===== src/rtl/ballplayer_key_pkg.sv =====
// ============================================================================
// Module      : ballplayer_key_pkg
// Description : Shared FSM state encoding and ms-to-cycles helper for the
//               key press detector.
// Revision    : 1.0 - initial release
// ============================================================================
`default_nettype none

package ballplayer_key_pkg;

  localparam logic [2:0] c_ST_IDLE        = 3'd0;
  localparam logic [2:0] c_ST_DEB_PRESS   = 3'd1;
  localparam logic [2:0] c_ST_PRESSED     = 3'd2;
  localparam logic [2:0] c_ST_LONG_HELD   = 3'd3;
  localparam logic [2:0] c_ST_DEB_RELEASE = 3'd4;

  // Divide first so 12 MHz * several seconds stays inside 32 bits.
  function automatic int unsigned ms_to_cyc(input int unsigned clk_hz,
                                             input int unsigned ms);
    return (clk_hz / 1000) * ms;
  endfunction

endpackage

`default_nettype wire


===== src/rtl/key_sync2.sv =====
// ============================================================================
// Module      : key_sync2
// Description : Two-flop synchroniser with a parameterised reset value.
// Revision    : 1.0 - initial release
// ============================================================================
`default_nettype none

module key_sync2 #(
  parameter logic RESET_VAL = 1'b0
) (
  input  logic clk,
  input  logic rst,
  input  logic d,
  output logic q
);

  logic r_meta;
  logic r_q;

  always_ff @(posedge clk or posedge rst) begin
    if (rst) begin
      r_meta <= RESET_VAL;
      r_q    <= RESET_VAL;
    end else begin
      r_meta <= d;
      r_q    <= r_meta;
    end
  end

  assign q = r_q;

endmodule

`default_nettype wire


===== src/rtl/key_press_detector.sv =====
// ============================================================================
// Module      : key_press_detector
// Description : Debounced push-button conditioner producing press, release,
//               short-press, long-press (and optional auto-repeat) pulses.
//               Optional feature macro: KEY_AUTO_REPEAT_EN.
// Revision    : 1.0 - initial release
// ============================================================================
`default_nettype none

module key_press_detector
  import ballplayer_key_pkg::*;
#(
  parameter int unsigned CLK_HZ        = 12000000,
  parameter int unsigned DEBOUNCE_MS   = 20,
  parameter int unsigned LONG_PRESS_MS = 3000,
  parameter bit          ACTIVE_LOW    = 1'b1,
  parameter int unsigned REPEAT_MS     = 200
) (
  input  logic clk,
  input  logic rst,
  input  logic key_in,
  output logic key_level,
  output logic press_pulse,
  output logic release_pulse,
  output logic short_press,
  output logic long_press,
  output logic repeat_pulse,
  output logic hold_active
);

  localparam int unsigned c_DEB_CYC  = ms_to_cyc(CLK_HZ, DEBOUNCE_MS);
  localparam int unsigned c_LONG_CYC = ms_to_cyc(CLK_HZ, LONG_PRESS_MS);
  localparam int unsigned c_REP_CYC  = ms_to_cyc(CLK_HZ, REPEAT_MS);
  localparam int unsigned c_MAX_DL   = (c_DEB_CYC > c_LONG_CYC) ? c_DEB_CYC : c_LONG_CYC;
  localparam int unsigned c_MAX_CYC  = (c_MAX_DL > c_REP_CYC) ? c_MAX_DL : c_REP_CYC;
  localparam int          c_CNT_W    = $clog2(c_MAX_CYC) + 1;

  localparam logic [c_CNT_W-1:0] c_CNT_ONE   = c_CNT_W'(1);
  localparam logic [c_CNT_W-1:0] c_DEB_LAST  = c_CNT_W'(c_DEB_CYC - 1);
  localparam logic [c_CNT_W-1:0] c_LONG_LAST = c_CNT_W'(c_LONG_CYC - 1);

  logic w_key_sync;
  logic w_kp;

  logic [2:0]         r_state,    w_state_nxt;
  logic [c_CNT_W-1:0] r_deb_cnt,  w_deb_cnt_nxt;
  logic [c_CNT_W-1:0] r_hold_cnt, w_hold_cnt_nxt;
  logic               r_long_done, w_long_done_nxt;
  logic               r_key_level, w_key_level_nxt;
  logic               r_press,     w_press_nxt;
  logic               r_release,   w_release_nxt;
  logic               r_short,     w_short_nxt;
  logic               r_long,      w_long_nxt;
  logic               r_hold_act,  w_hold_act_nxt;

  // Reset value is the released pin level so reset can never fake a press.
  key_sync2 #(
    .RESET_VAL (ACTIVE_LOW)
  ) u_sync (
    .clk (clk),
    .rst (rst),
    .d   (key_in),
    .q   (w_key_sync)
  );

  assign w_kp = w_key_sync ^ ACTIVE_LOW;

  always_comb begin
    w_state_nxt     = r_state;
    w_deb_cnt_nxt   = r_deb_cnt;
    w_hold_cnt_nxt  = r_hold_cnt;
    w_long_done_nxt = r_long_done;
    w_key_level_nxt = r_key_level;
    w_press_nxt     = 1'b0;
    w_release_nxt   = 1'b0;
    w_short_nxt     = 1'b0;
    w_long_nxt      = 1'b0;

    case (r_state)
      c_ST_IDLE: begin
        w_deb_cnt_nxt = '0;
        if (w_kp) begin
          w_state_nxt   = c_ST_DEB_PRESS;
          w_deb_cnt_nxt = c_CNT_ONE;
        end
      end

      c_ST_DEB_PRESS: begin
        if (!w_kp) begin
          w_state_nxt   = c_ST_IDLE;
          w_deb_cnt_nxt = '0;
        end else if (r_deb_cnt == c_DEB_LAST) begin
          w_state_nxt     = c_ST_PRESSED;
          w_deb_cnt_nxt   = '0;
          w_hold_cnt_nxt  = '0;
          w_press_nxt     = 1'b1;
          w_key_level_nxt = 1'b1;
        end else begin
          w_deb_cnt_nxt = r_deb_cnt + c_CNT_ONE;
        end
      end

      // The hold counter still advances on the cycle the release is first
      // seen, so a bounce costs exactly its duration in DEB_RELEASE.
      c_ST_PRESSED: begin
        if (r_hold_cnt == c_LONG_LAST) begin
          w_state_nxt     = c_ST_LONG_HELD;
          w_long_nxt      = 1'b1;
          w_long_done_nxt = 1'b1;
        end else begin
          w_hold_cnt_nxt = r_hold_cnt + c_CNT_ONE;
          if (!w_kp) begin
            w_state_nxt   = c_ST_DEB_RELEASE;
            w_deb_cnt_nxt = c_CNT_ONE;
          end
        end
      end

      c_ST_LONG_HELD: begin
        if (!w_kp) begin
          w_state_nxt   = c_ST_DEB_RELEASE;
          w_deb_cnt_nxt = c_CNT_ONE;
        end
      end

      c_ST_DEB_RELEASE: begin
        if (w_kp) begin
          w_state_nxt   = r_long_done ? c_ST_LONG_HELD : c_ST_PRESSED;
          w_deb_cnt_nxt = '0;
        end else if (r_deb_cnt == c_DEB_LAST) begin
          w_state_nxt     = c_ST_IDLE;
          w_deb_cnt_nxt   = '0;
          w_hold_cnt_nxt  = '0;
          w_release_nxt   = 1'b1;
          w_key_level_nxt = 1'b0;
          w_short_nxt     = !r_long_done;
          w_long_done_nxt = 1'b0;
        end else begin
          w_deb_cnt_nxt = r_deb_cnt + c_CNT_ONE;
        end
      end

      default: begin
        w_state_nxt     = c_ST_IDLE;
        w_deb_cnt_nxt   = '0;
        w_hold_cnt_nxt  = '0;
        w_long_done_nxt = 1'b0;
        w_key_level_nxt = 1'b0;
      end
    endcase

    // long_done is only set in LONG_HELD, so outside IDLE it marks that phase.
    w_hold_act_nxt = w_long_done_nxt && (w_state_nxt != c_ST_IDLE);
  end

  always_ff @(posedge clk or posedge rst) begin
    if (rst) begin
      r_state     <= c_ST_IDLE;
      r_deb_cnt   <= '0;
      r_hold_cnt  <= '0;
      r_long_done <= 1'b0;
      r_key_level <= 1'b0;
      r_press     <= 1'b0;
      r_release   <= 1'b0;
      r_short     <= 1'b0;
      r_long      <= 1'b0;
      r_hold_act  <= 1'b0;
    end else begin
      r_state     <= w_state_nxt;
      r_deb_cnt   <= w_deb_cnt_nxt;
      r_hold_cnt  <= w_hold_cnt_nxt;
      r_long_done <= w_long_done_nxt;
      r_key_level <= w_key_level_nxt;
      r_press     <= w_press_nxt;
      r_release   <= w_release_nxt;
      r_short     <= w_short_nxt;
      r_long      <= w_long_nxt;
      r_hold_act  <= w_hold_act_nxt;
    end
  end

  assign key_level     = r_key_level;
  assign press_pulse   = r_press;
  assign release_pulse = r_release;
  assign short_press   = r_short;
  assign long_press    = r_long;
  assign hold_active   = r_hold_act;

`ifdef KEY_AUTO_REPEAT_EN
  localparam logic [c_CNT_W-1:0] c_REP_LAST = c_CNT_W'(c_REP_CYC - 1);

  logic [c_CNT_W-1:0] r_rep_cnt, w_rep_cnt_nxt;
  logic               r_repeat,  w_repeat_nxt;

  // Counts only in LONG_HELD, freezes through release bounces, clears in IDLE.
  always_comb begin
    w_rep_cnt_nxt = r_rep_cnt;
    w_repeat_nxt  = 1'b0;
    if (w_state_nxt == c_ST_IDLE) begin
      w_rep_cnt_nxt = '0;
    end else if (r_state == c_ST_LONG_HELD) begin
      if (r_rep_cnt == c_REP_LAST) begin
        w_repeat_nxt  = 1'b1;
        w_rep_cnt_nxt = '0;
      end else begin
        w_rep_cnt_nxt = r_rep_cnt + c_CNT_ONE;
      end
    end
  end

  always_ff @(posedge clk or posedge rst) begin
    if (rst) begin
      r_rep_cnt <= '0;
      r_repeat  <= 1'b0;
    end else begin
      r_rep_cnt <= w_rep_cnt_nxt;
      r_repeat  <= w_repeat_nxt;
    end
  end

  assign repeat_pulse = r_repeat;
`else
  assign repeat_pulse = 1'b0;
`endif

endmodule

`default_nettype wire


===== config.mk =====
export PLATFORM = sky130hd
export DESIGN_NAME = key_press_detector
export DESIGN_NICKNAME = d
export VERILOG_FILES = /design/src/rtl/ballplayer_key_pkg.sv /design/src/rtl/key_sync2.sv /design/src/rtl/key_press_detector.sv
export SDC_FILE = /design/constraint.sdc
export NUM_CORES = 1
export LEC_CHECK = 0
export CORE_AREA = 2 2 95 97
export DETAILED_ROUTE_END_ITERATION = 8
export DIE_AREA = 0 0 97 99
export PLACE_DENSITY = 0.57
export SLEW_MARGIN = 20
export SYNTH_ARGS = -nofsm -noshare
export SYNTH_HDL_FRONTEND = slang
export SYNTH_SLANG_ARGS = --single-unit

===== constraint.sdc =====
create_clock -name clk -period 6.3 [get_ports clk]
set_clock_uncertainty 0.15 [all_clocks]
set_input_delay 0.945 -clock clk [delete_from_list [all_inputs] [get_ports clk]]
set_output_delay 0.945 -clock clk [all_outputs]
set_load 0.02 [all_outputs]

==> flow_summary.yaml, run 1 <==
cells_and_area:
  final_cells: 519
  fin_nets: 411
  n_antenna_cell: 0
  syn_to_final_growth_pct: 10.1
  utilization_pct: 48.5
  drive_gt1_share_pct: 8.27
yosys:
  netlist_area_um2: 3770
  async_flop_share_pct: 100
  syn_inst: 405
  yosysSeqAreaShare_pct: 43.9
  synth_flop_cell: "dfrtp_1"
  ys_warn_count: 0
  synth_edf_count: 0
  synth_most_common_cell: "dfrtp_1"
  yosysTopAreaCellShare_pct: 42.5
  netlist_top_cells_count: "dfrtp_1 (64), nor2_1 (43), nand3_1 (33)"
  ys_types: 58
  ys_seq_elements: 66
  synth.avg_cell_area_um2: 9.30
  synth_area_leaders: "dfrtp_1 (43%), nand3_1 (4.4%), nor2_1 (4.3%)"
  synth_top_area_cell: "dfrtp_1"
  syn_nets: 410
grt:
  antenna_found_initial: 0
  grt_pass1_wl_um: 14300
  track_usage_pct: 18.2
  grt_max_degree: 67
  grt_remaining_overflow: 0
  grt_pass1_vias: 2813
floorplan:
  die_x_um: 97
  io_pins: 10
  dieArea_um2: 9600
  rows: 34
  die_h_um: 99
  start_util_pct: 44.1
  design.core.area_um2: 8550
drt:
  wl_per_cell_um: 16.1
  dr.pass1.iters: 4
  drtIter0Drc: 118
  antenna_left: 0
  vias: 3088
  viasPerCell: 5.95
  totalWireLength_um: 8370
  drc: 0
timing:
  tightest_slew_ns: 0.936
  setup_viol: 0
  fin_crit_sh_pct: 45.1
  final_hold_viol_count: 0
  holdWs_ns: 0.212
  max_freq_mhz: 352
  slew_violations: 0
  relSlewSlack_pct: 37.4
  setup_slack_ns: 3.46
  fin_crit_ns: 2.84
  rsz0062_at_grt: "no"
  timing.setup.tns_ns: 0
job:
  maxCapViolCount: 0
critical_path:
  worstSetupStartpointType: "register"
  worstPathArrival_ns: 2.98
  crit_path_end_kind: "register"
  critical_path_class: "reg2reg"
  required_ns: 6.44
  critPathMaxFanout: 28
power:
  p_leak_nw: 1.84
  powerDensity_nw_per_um2: 218
  irDropWorstVdd_mv: 0.108
clock_network:
  cts.hold.buffers_added: 0
  h-tree-depth: 3
  cts.sinks: 66
  path_clk_slew_ns: 0.07
  cts_buffer_depth: 2
  numCtsBuffers: 9
  post_cts_buffers: 0
  cts_tree: "done"
  cts-root-buf: "clkbuf_8"
  cts_resized: 0
  insertion_delay_ns: 0.35
placement:
  post-place-ws_ns: 3.46
  io_buffers: 8
  gp_congestion: 0.794
  hpwl_um: 5330
  dp.cells: 503
run_status:
  status: "completed"
hold_path:
  holdCritPathClass: "reg2reg"
## cell families (layout without fill, tap and decap cells)
kind of cell / count (synthesis) / count (layout) / synth area share [%]
compound gates: 84 / 84 / 16.8
xor+xnor: 18 / 18 / 4.18
fa+ha+maj: 2 / 2 / 0.664
buf+inv: 38 / 44 / 4.85
flops: 66 / 66 / 43.9
mux: 3 / 3 / 0.797
other cells: 1 / 1 / 0.0995
simple gates: 193 / 193 / 28.7
## worst paths after layout
kind                                from        endpoint  slack, ns  cells after the start
hold reg to reg            u_sync.r_meta        u_sync.q       0.21                      0
setup reg to reg              r_state[0]   r_deb_cnt[18]       3.46                      6
max in group asynchronous            rst    r_deb_cnt[7]       4.45                      3
min in group asynchronous            rst  r_hold_cnt[10]       1.02                      3
hold / removal             u_sync.r_meta        u_sync.q       0.21                      0
setup / recovery              r_state[0]   r_deb_cnt[18]       3.46                      6
## through the flow
| step | area [um^2] | total power, mW |
|---|---|---|
| 2_1_floorplan | 3770 | 0.477 |
| 3_3_place_gp | 3920 | 0.482 |
| 3_5_place_dp | 3920 | 0.483 |
| 4_1_cts | 4150 | 0.911 |
| 5_1_grt | 4150 | 0.938 |
| 6_report | 4150 | 0.903 |
## registers in the layout, indices dropped and copies added (netlist names)
register / flops
r_deb_cnt: 27
r_hold_cnt: 27
r_state: 3
hold_active: 1
key_level: 1
long_press: 1
press_pulse: 1
r_long_done: 1
release_pulse: 1
short_press: 1
u_sync.q: 1
u_sync.r_meta: 1
## critical path, cell delays in order, from the launching register on
cell and delay [ns]:
dfrtp_1 0.54, inv_1 0.12, or3_1 0.43, a221oi_4 0.81
buf_4 0.42, nor3b_1 0.22, a21o_1 0.10
## cell usage in the layout (no fill, tap or decap), drive strengths merged, types with 4 or more instances in the layout
master,count
o21ai,15
a21oi,9
a211o,12
a22o,12
or4,4
buf,6
nand3,33
nand2,22
and2,8
or3,6
nor2,43
nor3,12
and3,7
nor4,6
xor2,17
dfrtp,64
inv,14
clkbuf,10
a211oi,9
and4,5
nand4,25
clkdlybuf4s50,8
o211ai,5
## routing by layer
layer,up-vias,global-route usage [%],share of wire [%]
met5,-,0,0
met4,0,7.48,1.7
met3,10,2.62,3.1
met2,47,27.3,44
met1,1525,26.6,51
li1,1506,-,-
## power breakdown
| group | switching [mW] | internal, mW |
|---|---|---|
| clock network | 0.168 | 0.261 |
| logic | 0.0255 | 0.0158 |
| registers | 0.00542 | 0.427 |
## cell type report
cell class                      instances  area, um^2
Clock buffer                           10         128
Clock inverter                          6         105
Fill cell                             807        4400
Inverter                               14        52.6
Multi-Input combinational cell        301        1950
Sequential cell                        66        1650
Tap cell                              108         135
Timing Repair Buffer                   14         125
(Power assumes the default switching activity.)
==> inputs of run 2 (changes only) <==
--- a/config.mk
+++ b/config.mk
@@ -8,7 +8,7 @@
 export CORE_AREA = 2 2 95 97
 export DETAILED_ROUTE_END_ITERATION = 8
 export DIE_AREA = 0 0 97 99
-export PLACE_DENSITY = 0.57
+export PLACE_DENSITY = 0.59
 export SLEW_MARGIN = 20
 export SYNTH_ARGS = -nofsm -noshare
 export SYNTH_HDL_FRONTEND = slang
==> constraint.sdc (replaced) <==
create_clock -name clk -period 2.4 [get_ports clk]
set_clock_uncertainty 0.15 [all_clocks]
set_input_delay 0.36 -clock clk [delete_from_list [all_inputs] [get_ports clk]]
set_output_delay 0.36 -clock clk [all_outputs]
set_load 0.02 [all_outputs]
==> run 2 against run 1 <==
Compared with the run above:
- worst setup slack got worse by 3.3 ns
- sequential share of layout area fell by 2.7 points
- sequential power rose to 2.6 times the previous value
- design area rose by 7.2%
- largest cell class unchanged
- largest power group unchanged
- highest routed layer unchanged
==> flow_summary.yaml, run 2 (synthesized netlist as in run 1, its figures left out) <==
run_status:
  status: "completed"
power:
  power_switching_uw: 563
  powerDensity_nw_per_um2: 509
  p_leak_nw: 2.02
  seqPwrFrac_pct: 49.8
  p_comb_share_pct: 6.9
  p_sw_share_pct: 24.8
  p_clk_share_pct: 43.4
  irDropWorstVdd_mv: 0.242
  power.internal_mw: 1.70
grt:
  grt_pass1_vias: 3137
  grt_pass1_wl_um: 15200
  grt_remaining_overflow: 0
  track_usage_pct: 19.2
  grt_max_degree: 33
  antenna_found_initial: 0
timing:
  max_freq_mhz: 443
  final_hold_viol_count: 0
  relSlewSlack_pct: 64.6
  timing.setup.tns_ns: 0
  rsz0062_at_grt: "no"
  slew_violations: 0
  fin_crit_ns: 2.26
  tightest_slew_ns: 0.530
  setup_viol: 0
  fin_crit_sh_pct: 94.0
floorplan:
  dieArea_um2: 9600
  rows: 34
  design.core.area_um2: 8550
  die_h_um: 99
  io_pins: 10
  start_util_pct: 44.1
  die_x_um: 97
hold_path:
  min_from: "u_sync.r_meta"
  hold_end: "u_sync.q"
  holdCritPathClass: "reg2reg"
  min_delay_path_depth: 0
cells_and_area:
  layout_common_cells: "dfrtp_1 (64), nor2_1 (43), buf_4 (34), nand3_1 (33), nand4_1 (25)"
  final_cells: 553
  nFillCells: 784
  drive_gt1_share_pct: 16.0
  seqCellArea_um2: 1650
  syn_to_final_growth_pct: 18.0
  largest_registers: "r_deb_cnt (27), r_hold_cnt (27), r_state (3)"
  final_common_cell: "dfrtp_1"
  fin_nets: 445
  n_antenna_cell: 0
  multi_input_area_um2: 1950
placement:
  hpwl_um: 5860
  io_buffers: 8
  gp_congestion: 0.812
  dp.cells: 532
drt:
  wl_per_cell_um: 15.7
  totalWireLength_um: 8670
  drtIter0Drc: 129
  antenna_left: 0
  dr.pass1.iters: 4
  viasPerCell: 5.76
  drc: 0
  vias: 3188
critical_path:
  r2r-end: "r_deb_cnt[14]"
  rrSetupSlack_ns: 0.14
  worstPathArrival_ns: 2.39
  worstSetupStartpointType: "register"
  crit_path_end_kind: "register"
  reg2reg_from: "r_deb_cnt[1]"
  required_ns: 2.53
  ff2ff_path_depth: 8
  critPathMaxFanout: 2
  critical_path_class: "reg2reg"
job:
  maxCapViolCount: 0
clock_network:
  insertion_delay_ns: 0.34
  numCtsBuffers: 9
  cts.hold.buffers_added: 0
  cts_buffer_depth: 2
  cts-root-buf: "clkbuf_8"
  path_clk_slew_ns: 0.08
  cts_tree: "done"
  h-tree-depth: 3
  cts.sinks: 66
[run 2: cell count changes in the layout (fill, tap and decap cells not counted)]
cell	before	now
buf_4	6	34
buf_12	0	5
clkinv_4	0	3
bufinv_16	3	1
buf_6	0	1
clkbuf_1	1	0
clkbuf_8	9	10
clkinv_2	3	2
ha_1	2	1
ha_2	0	1
or4_1	4	3
or4_4	0	1
[run 2: layer usage]
metal	global-route usage, %	vias up	wire length [um]
li1	-	1572	-
met1	26.7	1557	4410
met2	29.9	47	3880
met3	3.83	12	262
met4	7.48	0	125
met5	0	-	0
[run 2: metrics by stage]
stage | power [mW] | cell area, um^2 | util [%] | hold WS [ns] | setup WS (ns)
after floorplan | 1.25 | 3770 | - | 0.195 | 0.102
after global placement | 1.29 | 4200 | 49.1 | 0.196 | 0.0859
after detailed placement | 1.29 | 4200 | 49.1 | 0.198 | 0.0371
after CTS | 2.27 | 4400 | 51.4 | 0.210 | 0.0106
after global routing | 2.36 | 4450 | 52.0 | 0.213 | 0.00772
final | 2.26 | 4450 | 52.0 | 0.210 | 0.145
[run 2: area by class of cell]
| class | count | share of cell area [%] |
|---|---|---|
| well taps | 108 | 3.04 |
| flip-flops and latches | 66 | 37.2 |
| repair buffers | 48 | 10.0 |
| clock inverters | 6 | 1.49 |
| clock buffers | 10 | 3.10 |
| inverters | 14 | 1.18 |
| multi-input cells | 301 | 44.0 |
[run 2: timing repair]
| action | CTS | global route |
|---|---|---|
| buffers inserted | 0 | 5 |
| gates resized for setup | 0 | 3 |
| setup endpoints to repair | 0 | 21 |
[run 2: how the worst max path moves through the flow]
stage / start / to / slack [ns] / depth (start not counted)
after floorplan: r_deb_cnt[10] / r_deb_cnt[20] / 0.10 / 6
after global placement: r_deb_cnt[10] / r_deb_cnt[24] / 0.09 / 6
after detailed placement: r_hold_cnt[8] / r_hold_cnt[9] / 0.04 / 5
after CTS: r_deb_cnt[10] / r_deb_cnt[26] / 0.01 / 6
after global routing: r_deb_cnt[18] / r_deb_cnt[4] / 0.008 / 7
final: r_deb_cnt[1] / r_deb_cnt[14] / 0.14 / 8
[run 2: power by group through the flow]
| stage | sequential, mW | clock [mW] | combinational [mW] |
|---|---|---|---|
| 2_1_floorplan | 1.15 | 0 | 0.104 |
| 3_3_place_gp | 1.15 | 0 | 0.140 |
| 3_5_place_dp | 1.15 | 0 | 0.144 |
| 4_1_cts | 1.13 | 0.999 | 0.143 |
| 5_1_grt | 1.13 | 1.06 | 0.173 |
| 6_report | 1.13 | 0.982 | 0.155 |
[run 2: worst max-delay path, cell delays in order (launching register included)]
cell	delay (ns)
dfrtp_1	0.36
ha_2	0.19
nand4_1	0.19
buf_4	0.19
buf_4	0.12
nor4_1	0.37
nand3_1	0.15
or3b_1	0.39
nand3_1	0.08
==> inputs of run 3 (changes only) <==
--- a/config.mk
+++ b/config.mk
@@ -5,10 +5,11 @@
 export SDC_FILE = /design/constraint.sdc
 export NUM_CORES = 1
 export LEC_CHECK = 0
+export ABC_CLOCK_PERIOD_IN_PS = 2200
 export CORE_AREA = 2 2 95 97
 export DETAILED_ROUTE_END_ITERATION = 8
 export DIE_AREA = 0 0 97 99
-export PLACE_DENSITY = 0.59
+export PLACE_DENSITY = 0.57
 export SLEW_MARGIN = 20
 export SYNTH_ARGS = -nofsm -noshare
 export SYNTH_HDL_FRONTEND = slang
==> constraint.sdc (replaced) <==
create_clock -name clk -period 2.2 [get_ports clk]
set_clock_uncertainty 0.15 [all_clocks]
set_input_delay 0.33 -clock clk [delete_from_list [all_inputs] [get_ports clk]]
set_output_delay 0.33 -clock clk [all_outputs]
set_load 0.02 [all_outputs]
==> run 3 against run 2 <==
Compared with the run above:
- the run now ends with negative setup slack left
- routed wire length increased by 7.7%
- highest routed layer unchanged
- critical path type unchanged
- sequential power increased by 9%
- fmax decreased by 0.92%
- sequential share of layout area decreased by 3.7 points
- combinational power increased by 22%
- non-clock buffer count increased by 26
- count of clock-buffer cells in the layout increased by 1
==> flow_summary.yaml, run 3 (synthesized netlist as in run 1, its figures left out) <==
cells_and_area:
  layout_common_cells: "dfrtp_1 (64), buf_4 (49), nor2_1 (33), nand3_1 (33), nand4_1 (25)"
  nFillCells: 707
  final_common_cell: "dfrtp_1"
  syn_to_final_growth_pct: 31.0
  drive_gt1_share_pct: 26.8
  largest_registers: "r_deb_cnt (27), r_hold_cnt (27), r_state (3)"
  fin_nets: 471
  n_antenna_cell: 0
  postLayoutCellArea_um2: 4940
placement:
  gp_congestion: 0.802
  hpwl_um: 6070
  place_area_um2: 4390
  io_buffers: 8
  post-place-ws_ns: -0.0685
timing:
  final_hold_viol_count: 0
  setup_slack_ns: -0.0762
  max_freq_mhz: 439
  setup_viol: 24
  fin_crit_ns: 2.28
  fin_crit_sh_pct: 103
  rsz0062_at_grt: "yes"
  slew_violations: 0
clock_network:
  cts_tree: "done"
  h-tree-depth: 3
  path_clk_slew_ns: 0.08
  cts.sinks: 66
  cts-root-buf: "clkbuf_8"
  numCtsBuffers: 9
  cts.hold.buffers_added: 0
  cts_buffer_depth: 2
  insertion_delay_ns: 0.35
power:
  irDropWorstVdd_mv: 0.254
  p_leak_nw: 2.17
  powerDensity_nw_per_um2: 520
critical_path:
  cp-endpoint: "r_deb_cnt[20]"
  cpPeakStageDelay_ns: 0.55
  worstSetupPathDepth: 6
  required_ns: 2.29
  path_cells: "or4b_4 -> nor4_4 -> a221oi_4 -> buf_12 -> a211o_1 -> a22o_1"
  crit_start: "r_deb_cnt[10]"
  rrSetupSlack_ns: -0.08
  path_buf_inv: 1
  crit_family: "simple AND/OR/NAND/NOR gates"
  crit_path_end_kind: "register"
  ff2ff_path_depth: 6
  slowest_stage: "or4b_4"
  worstSetupStartpointType: "register"
  reg2reg_from: "r_deb_cnt[10]"
  r2r-end: "r_deb_cnt[20]"
  critical_path_class: "reg2reg"
  critPathMaxFanout: 27
  worstPathArrival_ns: 2.37
drt:
  drc: 0
  wl_per_cell_um: 16.1
  drtIter0Drc: 137
  viasPerCell: 5.81
  antenna_left: 0
  dr.pass1.iters: 5
  vias: 3366
  totalWireLength_um: 9340
grt:
  grt_max_degree: 31
  grt_pass1_vias: 3271
  track_usage_pct: 20.3
  antenna_found_initial: 0
  grt_remaining_overflow: 0
  grt_pass1_wl_um: 15800
floorplan:
  die_x_um: 97
  io_pins: 10
  rows: 34
  design.core.area_um2: 8550
  die_h_um: 99
  dieArea_um2: 9600
  start_util_pct: 44.1
job:
  maxCapViolCount: 0
run_status:
  status: "finished with violations"
  violations: "negative setup slack"
hold_path:
  holdCritPathClass: "in2async"
run 3: area by class of cell:
class	count	area (um^2)	share of cell area [%]
multi-input combinational	301	2140	43.4
sequential	66	1650	33.5
timing repair buffer	74	732	14.8
clock buffer	11	141	2.86
tap	108	135	2.74
clock inverter	5	77.6	1.57
inverter	14	52.6	1.06
run 3: power by group:
| part | internal [mW] | switching [mW] |
|---|---|---|
| registers | 1.22 | 0.00737 |
| clock network | 0.666 | 0.483 |
| logic | 0.0903 | 0.0990 |
run 3: timing repair:
action	4_1_cts	5_1_grt
buffers inserted	3	4
endpoints found under the setup margin	23	58
gates cloned	2	1
gates resized for setup	14	46
pin swaps	2	30
run 3: how the worst min path moves through the flow:
stage,to,depth (start not counted),slack (ns)
2_1_floorplan,u_sync.r_meta,0,0.18
3_3_place_gp,u_sync.q,0,0.20
3_5_place_dp,u_sync.q,0,0.20
4_1_cts,r_hold_cnt[5],2,0.14
5_1_grt,r_hold_cnt[3],2,0.16
6_report,r_hold_cnt[3],2,0.14
run 3: metal layers:
metal / GRT usage [%] / vias up / wire length [um]
met5: 0 / - / 0
met4: 7.04 / 0 / 165
met1: 27.4 / 1681 / 4460
met3: 4.18 / 10 / 251
li1: - / 1626 / -
met2: 32.9 / 49 / 4470
run 3: per-stage QoR:
step | util, % | hold WS, ns | power, mW | cells | setup TNS (ns)
after floorplan | - | 0.184 | 1.37 | 405 | -0.164
after global placement | 51.3 | 0.196 | 1.42 | 554 | -0.0111
after detailed placement | 51.3 | 0.197 | 1.42 | 554 | -0.666
after CTS | 55.0 | 0.145 | 2.58 | 575 | -0.831
after global routing | 57.7 | 0.164 | 2.69 | 579 | -4.83
final | 57.7 | 0.136 | 2.57 | 579 | -1.06
